$ cat src/rtl/radial_sector_gen_if.sv
// radial_sector_gen_if -- pixel-side bus of the radial sector pattern generator.
//   x, y        : pixel column / line
//   active      : visible-area flag
//   next_frame  : one-cycle frame pulse
//   step_size   : per-frame rotation step
//   mode        : motion mode (0 add, 1 sub, 2 ping-pong, 3 freeze)
//   rgb         : registered RRGGBB colour back from the generator
// master = timing source driving coordinates, slave = generator.
interface radial_sector_gen_if;
  logic [9:0] x;
  logic [9:0] y;
  logic       active;
  logic       next_frame;
  logic [2:0] step_size;
  logic [1:0] mode;
  logic [5:0] rgb;

  modport master (output x, y, active, next_frame, step_size, mode, input rgb);
  modport slave  (input x, y, active, next_frame, step_size, mode, output rgb);
endinterface

$ cat src/rtl/radial_sector_gen.sv
// radial_sector_gen -- rotating radial sector (spiral arm) pattern.
// Each pixel gets an angle from its quadrant/octant relative to the centre plus
// a per-frame rotation offset; subtracting the ring (Manhattan radius band)
// twists the sectors into spiral arms. Arms alternate colour / gap.
// Ports:
//   clk   : system clock
//   rst_n : asynchronous active-low reset
//   bus   : radial_sector_gen_if.slave (x, y, active, next_frame, step_size,
//           mode in; rgb out, registered one clk after x/y/active)
// Optional feature: define RADIAL_PALETTE_CYCLE_EN to rotate the palette by one
// entry every 64 frames.
module radial_sector_gen #(
  parameter int H_CENTER     = 320,
  parameter int V_CENTER     = 240,
  parameter int ARM_BITS     = 2,
  parameter int RING_SHIFT   = 4,
  parameter int SWING_FRAMES = 120
) (
  input  logic                 clk,
  input  logic                 rst_n,
  radial_sector_gen_if.slave   bus
);

  localparam logic [9:0] HC      = 10'(H_CENTER);
  localparam logic [9:0] VC      = 10'(V_CENTER);
  localparam logic [7:0] SW_LAST = 8'(SWING_FRAMES - 1);

  typedef enum logic {FWD = 1'b0, REV = 1'b1} dir_t;

  dir_t       state;
  logic [7:0] rot_acc;
  logic [7:0] pp_cnt;
  logic [7:0] step8;

  assign step8 = {5'b0, bus.step_size};

  // Rotation accumulator + ping-pong FSM. Any non ping-pong frame re-arms the
  // swing so mode 2 always starts forward from a zero count.
  always_ff @(posedge clk or negedge rst_n) begin
    if (!rst_n) begin
      state   <= FWD;
      rot_acc <= 8'd0;
      pp_cnt  <= 8'd0;
    end else if (bus.next_frame) begin
      if (bus.mode != 2'd2) begin
        state  <= FWD;
        pp_cnt <= 8'd0;
      end
      case (bus.mode)
        2'd0: rot_acc <= rot_acc + step8;
        2'd1: rot_acc <= rot_acc - step8;
        2'd2: begin
          rot_acc <= (state == FWD) ? rot_acc + step8 : rot_acc - step8;
          if (pp_cnt == SW_LAST) begin
            state  <= (state == FWD) ? REV : FWD;
            pp_cnt <= 8'd0;
          end else begin
            pp_cnt <= pp_cnt + 8'd1;
          end
        end
        default: ;
      endcase
    end
  end

  logic [2:0] pal_off;
`ifdef RADIAL_PALETTE_CYCLE_EN
  logic [5:0] pf_cnt;

  always_ff @(posedge clk or negedge rst_n) begin
    if (!rst_n) begin
      pf_cnt  <= 6'd0;
      pal_off <= 3'd0;
    end else if (bus.next_frame) begin
      pf_cnt <= pf_cnt + 6'd1;
      if (pf_cnt == 6'd63) pal_off <= pal_off + 3'd1;
    end
  end
`else
  assign pal_off = 3'd0;
`endif

  function automatic logic [5:0] pal_lut(input logic [2:0] i);
    case (i)
      3'd0:    pal_lut = 6'b010001;
      3'd1:    pal_lut = 6'b100011;
      3'd2:    pal_lut = 6'b111010;
      3'd3:    pal_lut = 6'b001110;
      3'd4:    pal_lut = 6'b110000;
      3'd5:    pal_lut = 6'b000011;
      3'd6:    pal_lut = 6'b101101;
      default: pal_lut = 6'b011111;
    endcase
  endfunction

  logic       xge, yge;
  logic [9:0] dx, dy, radius;
  logic [5:0] ring, angle;
  logic [6:0] phase;
  logic [2:0] arm3, pal_idx;
  logic       gap, lit;

  always_comb begin
    xge     = bus.x >= HC;
    yge     = bus.y >= VC;
    dx      = xge ? bus.x - HC : HC - bus.x;
    dy      = yge ? bus.y - VC : VC - bus.y;
    radius  = dx + dy;
    ring    = 6'(radius >> RING_SHIFT);
    // rot_off is rot_acc[7:2]; the low bits give sub-step smoothing only.
    angle   = {xge, yge, (dx > dy), 3'b000} + 6'(rot_acc >> 2);
    // Bit 6 set means the ring overtook the angle: pixel lies outside the spiral.
    phase   = {1'b0, angle} - {1'b0, ring};
    arm3    = 3'(phase[5:0] >> (6 - ARM_BITS));
    gap     = phase[5-ARM_BITS];
    pal_idx = arm3 + pal_off;
    lit     = bus.active && !phase[6] && !gap;
  end

  always_ff @(posedge clk or negedge rst_n) begin
    if (!rst_n) bus.rgb <= 6'd0;
    else        bus.rgb <= lit ? pal_lut(pal_idx) : 6'd0;
  end

endmodule

$ cat src/flat_wrapper.sv
// flat-port wrapper written by rule: the top's interface ports become plain ports
module radial_sector_gen_flat 
#(
  parameter int H_CENTER     = 320,
  parameter int V_CENTER     = 240,
  parameter int ARM_BITS     = 2,
  parameter int RING_SHIFT   = 4,
  parameter int SWING_FRAMES = 120
)
  (clk, rst_n, bus_x, bus_y, bus_active, bus_next_frame, bus_step_size, bus_mode, bus_rgb);
  radial_sector_gen_if bus_i ();
  input  logic clk;
  input  logic rst_n;
  input wire logic [$bits(bus_i.x)-1:0] bus_x;
  input wire logic [$bits(bus_i.y)-1:0] bus_y;
  input wire logic [$bits(bus_i.active)-1:0] bus_active;
  input wire logic [$bits(bus_i.next_frame)-1:0] bus_next_frame;
  input wire logic [$bits(bus_i.step_size)-1:0] bus_step_size;
  input wire logic [$bits(bus_i.mode)-1:0] bus_mode;
  output wire logic [$bits(bus_i.rgb)-1:0] bus_rgb;
  assign bus_i.x = bus_x;
  assign bus_i.y = bus_y;
  assign bus_i.active = bus_active;
  assign bus_i.next_frame = bus_next_frame;
  assign bus_i.step_size = bus_step_size;
  assign bus_i.mode = bus_mode;
  assign bus_rgb = bus_i.rgb;
  radial_sector_gen #(.H_CENTER(H_CENTER), .V_CENTER(V_CENTER), .ARM_BITS(ARM_BITS), .RING_SHIFT(RING_SHIFT), .SWING_FRAMES(SWING_FRAMES)) u_core (.clk(clk), .rst_n(rst_n), .bus(bus_i));
endmodule
$ cat config.mk
export PLATFORM = sky130hd
export DESIGN_NAME = radial_sector_gen_flat
export DESIGN_NICKNAME = d
export VERILOG_FILES = /design/src/rtl/radial_sector_gen_if.sv /design/src/rtl/radial_sector_gen.sv /design/src/flat_wrapper.sv
export SDC_FILE = /design/constraint.sdc
export NUM_CORES = 1
export LEC_CHECK = 0
export CAP_MARGIN = 0
export CORE_MARGIN = 3
export CORE_UTILIZATION = 43
export CTS_CLUSTER_DIAMETER = 60
export DETAILED_ROUTE_END_ITERATION = 6
export GPL_ROUTABILITY_DRIVEN = 0
export PLACE_DENSITY = 0.75
export SKIP_CTS_REPAIR_TIMING = 1
export SLEW_MARGIN = 10
export SYNTH_ARGS = -nofsm -noshare
export SYNTH_HDL_FRONTEND = slang
export SYNTH_SLANG_ARGS = --single-unit
$ cat constraint.sdc
create_clock -name clk -period 2.9 [get_ports clk]
set_input_delay 0.87 -clock clk [delete_from_list [all_inputs] [get_ports clk]]
set_output_delay 0.87 -clock clk [all_outputs]
set_load 0.05 [all_outputs]
==> flow_metrics.tcl <==
set metrics [dict create \
    cts_sinks 23 \
    slew_violations 0 \
    crit_path_start "bus_x[1]" \
    hold_class "flop to flop" \
    clock_latency_ps 270 \
    leakage_nw 2.006 \
    yosys_most_used_dff "dfrtp_1" \
    drcViolationCount 0 \
    dpl.hpwl_um 5592 \
    yosys.cell_types.count 56 \
    finalHoldViolations 0 \
    tightest_slew_ps 584.8 \
    firstDrtPassIters 4 \
    relSlewSlack 0.6093 \
    cts_tree "done" \
    fmax_mhz 201.7 \
    cts-root-buf "clkbuf_8" \
    worstSetupEndpoint "u_core.bus.rgb[3]" \
    syn_area_per_cell_um2 8.146 \
    chipWidth_um 85.67 \
    syn-num-nets 414 \
    period_minus_slack_ps 4958 \
    drt-initial-drc-count 96 \
    avgRoutedWirePerCell_um 14.20 \
    synth_area_mm2 0.002729 \
    grt.total_usage 0.1835 \
    rsz0062_at_grt "yes" \
    cts_buffers 3 \
    worstPathArrival_ps 5110 \
    diodes 0 \
    ir_drop_mv 0.6937 \
    grt_start_max_net_pins 23 \
    path_max_fanout 3 \
    layout-drive-gt1-share 0.3303 \
    clockBufferDepth 2 \
    violations "setup timing" \
    vias 2759 \
    regToRegEndpoint "u_core.bus.rgb[3]" \
    ioPinCount 35 \
    r2r_slack_ps 340 \
    path_class "input port to flop" \
    crit_path_start_kind "input port" \
    cp.required_ps 3060 \
    cts_htree_levels 1 \
    reg2reg_from "u_core.rot_acc[6]" \
    ys_seq_elements 23 \
    yosysWarnings 0 \
    grt_pass1_vias 2636 \
    initial_core_util 0.4529 \
    tns_ps -11790 \
    fin_crit_sh 1.710 \
    antenna_found_initial 0 \
    wl_um 7299 \
    status "finished, violations left" \
    nets 519 \
    reg2reg_depth 11 \
    path_clk_slew_ps 80 \
    die_h_um 85.67 \
    grt_pass1_wl_um 11230 \
    synth_cells 335 \
    cp-end-kind "flop" \
    rows 28 \
    place_ws_ps -2922 \
    core_mm2 0.006026 \
    layout_common_cells "70 x buf_4, 38 x ha_1, 30 x inv_1" \
    p_total_mw 3.237 \
    async_flop_share 1.000 \
    viasPerCell 5.368 \
    final_common_cell "buf_4" \
    finClkSkew_ps 4.632 \
    maxCapViolCount 0 \
    portBuffers 34 \
    area_delta_synth_final_pct 49.66 \
    p_per_area_mw_per_mm2 792.6 \
    setup_viol 6 \
    ant_nets 0 \
    setup_ws_ps -2058 \
    dieArea_mm2 0.007338 \
    yosysSeqAreaShare 0.2109 \
    synth-edff-count 0 \
    grt_overflow 0 \
]
-- how the worst min path moves through the flow --
stage | start | endpoint | depth (start not counted)
CTS | u_core.rot_acc[0] | u_core.rot_acc[0] | 2
global placement | u_core.rot_acc[0] | u_core.rot_acc[0] | 2
detailed placement | u_core.rot_acc[0] | u_core.rot_acc[0] | 2
finish | u_core.rot_acc[0] | u_core.rot_acc[0] | 2
global route | u_core.rot_acc[7] | u_core.rot_acc[7] | 1
floorplan | u_core.rot_acc[0] | u_core.rot_acc[0] | 2
-- cell usage after synthesis, types with 5 or more instances --
master / n / area, µm²
inv_1: 37 / 138.9
nor3_1: 7 / 35.03
xnor2_1: 12 / 105.1
nand3_1: 9 / 45.04
nor2b_1: 6 / 37.54
o21ai_1: 10 / 50.05
nand2_1: 21 / 78.83
a21o_1: 5 / 37.54
ha_1: 47 / 588.1
xor2_1: 15 / 131.4
dfrtp_1: 23 / 575.6
a21oi_1: 24 / 120.1
o21ai_0: 16 / 80.08
nor2_1: 32 / 120.1
-- per-stage QoR --
stage / utilization / instances / hold WS [ps] / cell area, µm²
6_report: 0.6777 / 514 / 537.0 / 4084
5_1_grt: 0.6777 / 514 / 577.5 / 4084
4_1_cts: 0.6352 / 510 / 543.3 / 3827
3_5_place_dp: 0.6277 / 506 / 524.1 / 3782
3_3_place_gp: 0.6277 / 506 / 509.2 / 3782
2_1_floorplan: - / 335 / 481.4 / 2865
-- final cells by class --
cell class	count	area [µm²]
multi-input combinational	269	2292
fill	471	1942
timing repair buffer	105	912.1
sequential	23	575.6
inverter	38	165.2
tap	75	93.84
clock buffer	4	45.04
-- report_power, final --
part           switching, mW  total [mW]  internal [mW]
Combinational           1.29        2.56           1.27
Sequential            0.0828       0.475          0.393
Clock                  0.104       0.202         0.0982
Total                   1.48        3.24           1.76
-- worst max-delay path, stage by stage --
cell      delay, ps
buf_12           90
inv_12           30
ha_4            140
nand4b_1        130
nand2_2         110
a21oi_4         200
o41ai_2         100
xnor2_1         280
ha_1            320
nor4b_4         300
nand3_2         100
buf_4           150
buf_4           120
o22a_1          190
ha_2            250
ha_1            290
o21ai_0          80
a31oi_1         320
nor2_4          120
o21bai_4        220
xor2_2          110
ha_2            190
or2_4           260
nor2_2           80
nor2_1           50
-- cell families after synthesis --
family	count (synthesis)	share of synthesized area
xor+xnor	27	0.08666
fa+ha+maj	50	0.2375
simple gates	99	0.1797
compound gates	91	0.2183
buf+inv	43	0.05960
flops	23	0.2109
mux	2	0.007336
-- routing by layer --
| metal | global-route usage | routed length [µm] | part of all wire | vias up |
|---|---|---|---|---|
| met2 | 0.3376 | 3813 | 0.52 | 65 |
| met5 | 0 | 0 | 0 | - |
| li1 | - | - | - | 1375 |
| met3 | 0.01921 | 230 | 0.032 | 14 |
| met1 | 0.2253 | 3101 | 0.42 | 1305 |
| met4 | 0.05180 | 153 | 0.021 | 0 |
-- flip-flops by register name (all words and copies together) (netlist names) --
register,count
u_core.pp_cnt,8
u_core.rot_acc,8
u_core.bus.rgb,6
u_core.state,1
(Power assumes the default switching activity.)
==> RTL edit: new RTL, same settings <==
The option `RADIAL_PALETTE_CYCLE_EN` is turned on by a define.
--- a/src/rtl/radial_sector_gen.sv
+++ b/src/rtl/radial_sector_gen.sv
@@ -9,6 +9,8 @@
 //           mode in; rgb out, registered one clk after x/y/active)
 // Optional feature: define RADIAL_PALETTE_CYCLE_EN to rotate the palette by one
 // entry every 64 frames.
+`define RADIAL_PALETTE_CYCLE_EN
+
 module radial_sector_gen #(
   parameter int H_CENTER     = 320,
   parameter int V_CENTER     = 240,
Formal check against the unedited RTL: same outputs for any inputs over 10 cycles, from zero or initial values and one cycle with rst_n low; that may be too few to reach the edited logic, so the function may still have changed.
==> RTL edit against the original RTL <==
The run still ends with negative setup slack left. Critical path depth is 1 higher. Power is 14% higher. Synthesized area is 18% higher. Wire length is 12% higher. Clock skew is 0.0064 ns higher. Count of clock-buffer cells in the layout is 1 higher. Register-to-register slack worse by 0.45 ns. Clock power is 110% higher. Sequential cell count is 9 higher. Setup slack worse by 0.99 ns. Cell area is 14% higher. Cell count is 16% higher. Via count is 13% higher. Highest routed layer unchanged.
==> RTL edit: results (changes against the original RTL) <==
Timing
  • Post-route worst setup slack: -3.04 ns (-0.986 ns)
  • TNS Setup: -17.89 ns (-6.09 ns)
  • Relative slew slack: 63.4% (+2.4 points)
  • Final setup violation count: 6 (unchanged)
  • WHS: 0.469 ns (-0.0676 ns)

Finish
  • Multi-input gates: 304 (+13%)
  • CLK BUF: 5 (+1)
  • Final clock-cell share: 2.40% (+1.3 points)
  • Non-clock inverters: 35 (-7.9%)
  • Bufs w/o clock: 123 (+17%)
  • Leading registers by flop count: u_core.pp_cnt x8, u_core.rot_acc x8
  • Area occupied by multi-input gates: 2440 um2 (+6.3%)
  • FILL cells: 566 (+20%)
  • Core Util, Final: 66.2% (-1.6 points)
  • Non-clk buf share: 22.2% (-0.18 points)
  • Total area of sequential cells: 801 um2 (+39%)
  • Ratio of cells with drive above 1 in the final layout: 28.5% (-4.5 points)

Synth
  • Synth unique cells: 55 (-1.8%)
  • Synth top cells by count: ha_1 (44), nor2_1 (41), inv_1 (35)
  • Syn Inst Count: 378 (+13%)
  • Syn_nets: 455 (+9.9%)
  • Xor and xnor fraction of the mapped netlist area: 11.1% (+2.5 points)
  • Area share of fa/ha/maj cells after synthesis: 19.6% (-4.2 points)
  • Complex-gate fraction of the synthesized area: 19.8% (-2.0 points)
  • Area share of the largest cell type after synthesis: 24.8% (+3.3 points)
  • Register area share after synthesis: 24.8% (+3.7 points)
  • Mux contribution to synthesized area: 1.36% (+0.62 points)
  • Synth area leaders: dfrtp_1 (25%), ha_1 (17%), xor2_1 (6.0%)

Place
  • Placed cells: 578 (+14%)
  • Post-DP HPWL: 6130 um (+9.6%)
  • Placed cell area: 4310 um2 (+14%)

Global routing
  • First-pass GRT wire length: 13300 um (+18%)
  • Vias in the first global route: 3124 (+19%)
  • Largest net degree at the start of global routing: 33 (+43%)
  • GR Util met3: 3.01% (+1.1 points)
  • Total Routing Usage GR: 18.8% (+0.41 points)
  • Met1 usage: 22.4% (-0.15 points)

Worst setup path
  • Worst EP arrival: 6.16 ns (+1.05 ns)
  • Reg-to-reg setup timing slack: -0.11 ns (-0.45 ns)
  • Critical-path top delay cell: fa_1
  • Max Fanout on Critical Path: 5 (+2)
  • Critical path's largest stage delay: 0.45 ns (+0.13 ns)

Power
  • P_int: 2100 uW (+20%)
  • Sequential share of power: 17.8% (+3.1 points)
  • Max IR drop VDD: 480 uV (-31%)
  • Seq. pwr: 656 uW (+38%)
  • Comb power frac: 70.5% (-8.6 points)

Route
  • Via count: 3115 (+13%)
  • Met3 WL: 332 um (+44%)
  • Vias/cell: 5.21 (-3.0%)
  • DR top layer: met4
  • Metal1 wirelength: 3450 um (+11%)
  • Avg WL per Cell: 13.7 um (-3.4%)
  • DRT iter0 DRCs: 132 (+38%)
  • Met2 WL: 4300 um (+13%)

Run status
  • Violated checks: negative setup slack
  • Status: finished, violations left

Clock network
  • Max H-tree Level: 2 (+1)
  • Clock sink count: 32 (+39%)
-- RTL edit: changes by cell type in the layout (fill, tap and decap cells not counted), sizes merged, moves of 5 or more --
cell	change
xnor2	+7
buf	+16
xor2	+7
nor2	+9
o21ai	-5
a21oi	-10
dlymetal6s2s	-9
clkdlybuf4s50	+14
dfrtp	+9
-- RTL edit: worst paths after layout --
kind                                   start                 to  depth (start not counted)
max                                 bus_x[0]  u_core.bus.rgb[5]                         26
min                         u_core.pf_cnt[5]   u_core.pf_cnt[5]                          1
max reg2reg                u_core.rot_acc[5]  u_core.bus.rgb[5]                         13
min reg2reg                 u_core.pf_cnt[5]   u_core.pf_cnt[5]                          1
max in group asynchronous              rst_n  u_core.rot_acc[7]                          2
min in group asynchronous              rst_n  u_core.rot_acc[2]                          2
-- RTL edit: logic make-up after synthesis --
group	after synthesis
AO/OA/AOI/OAI	91
XOR/XNOR	41
adder cells (fa/ha/maj)	48
buffers and inverters	42
flip-flops	32
multiplexers	4
AND/OR/NAND/NOR	120
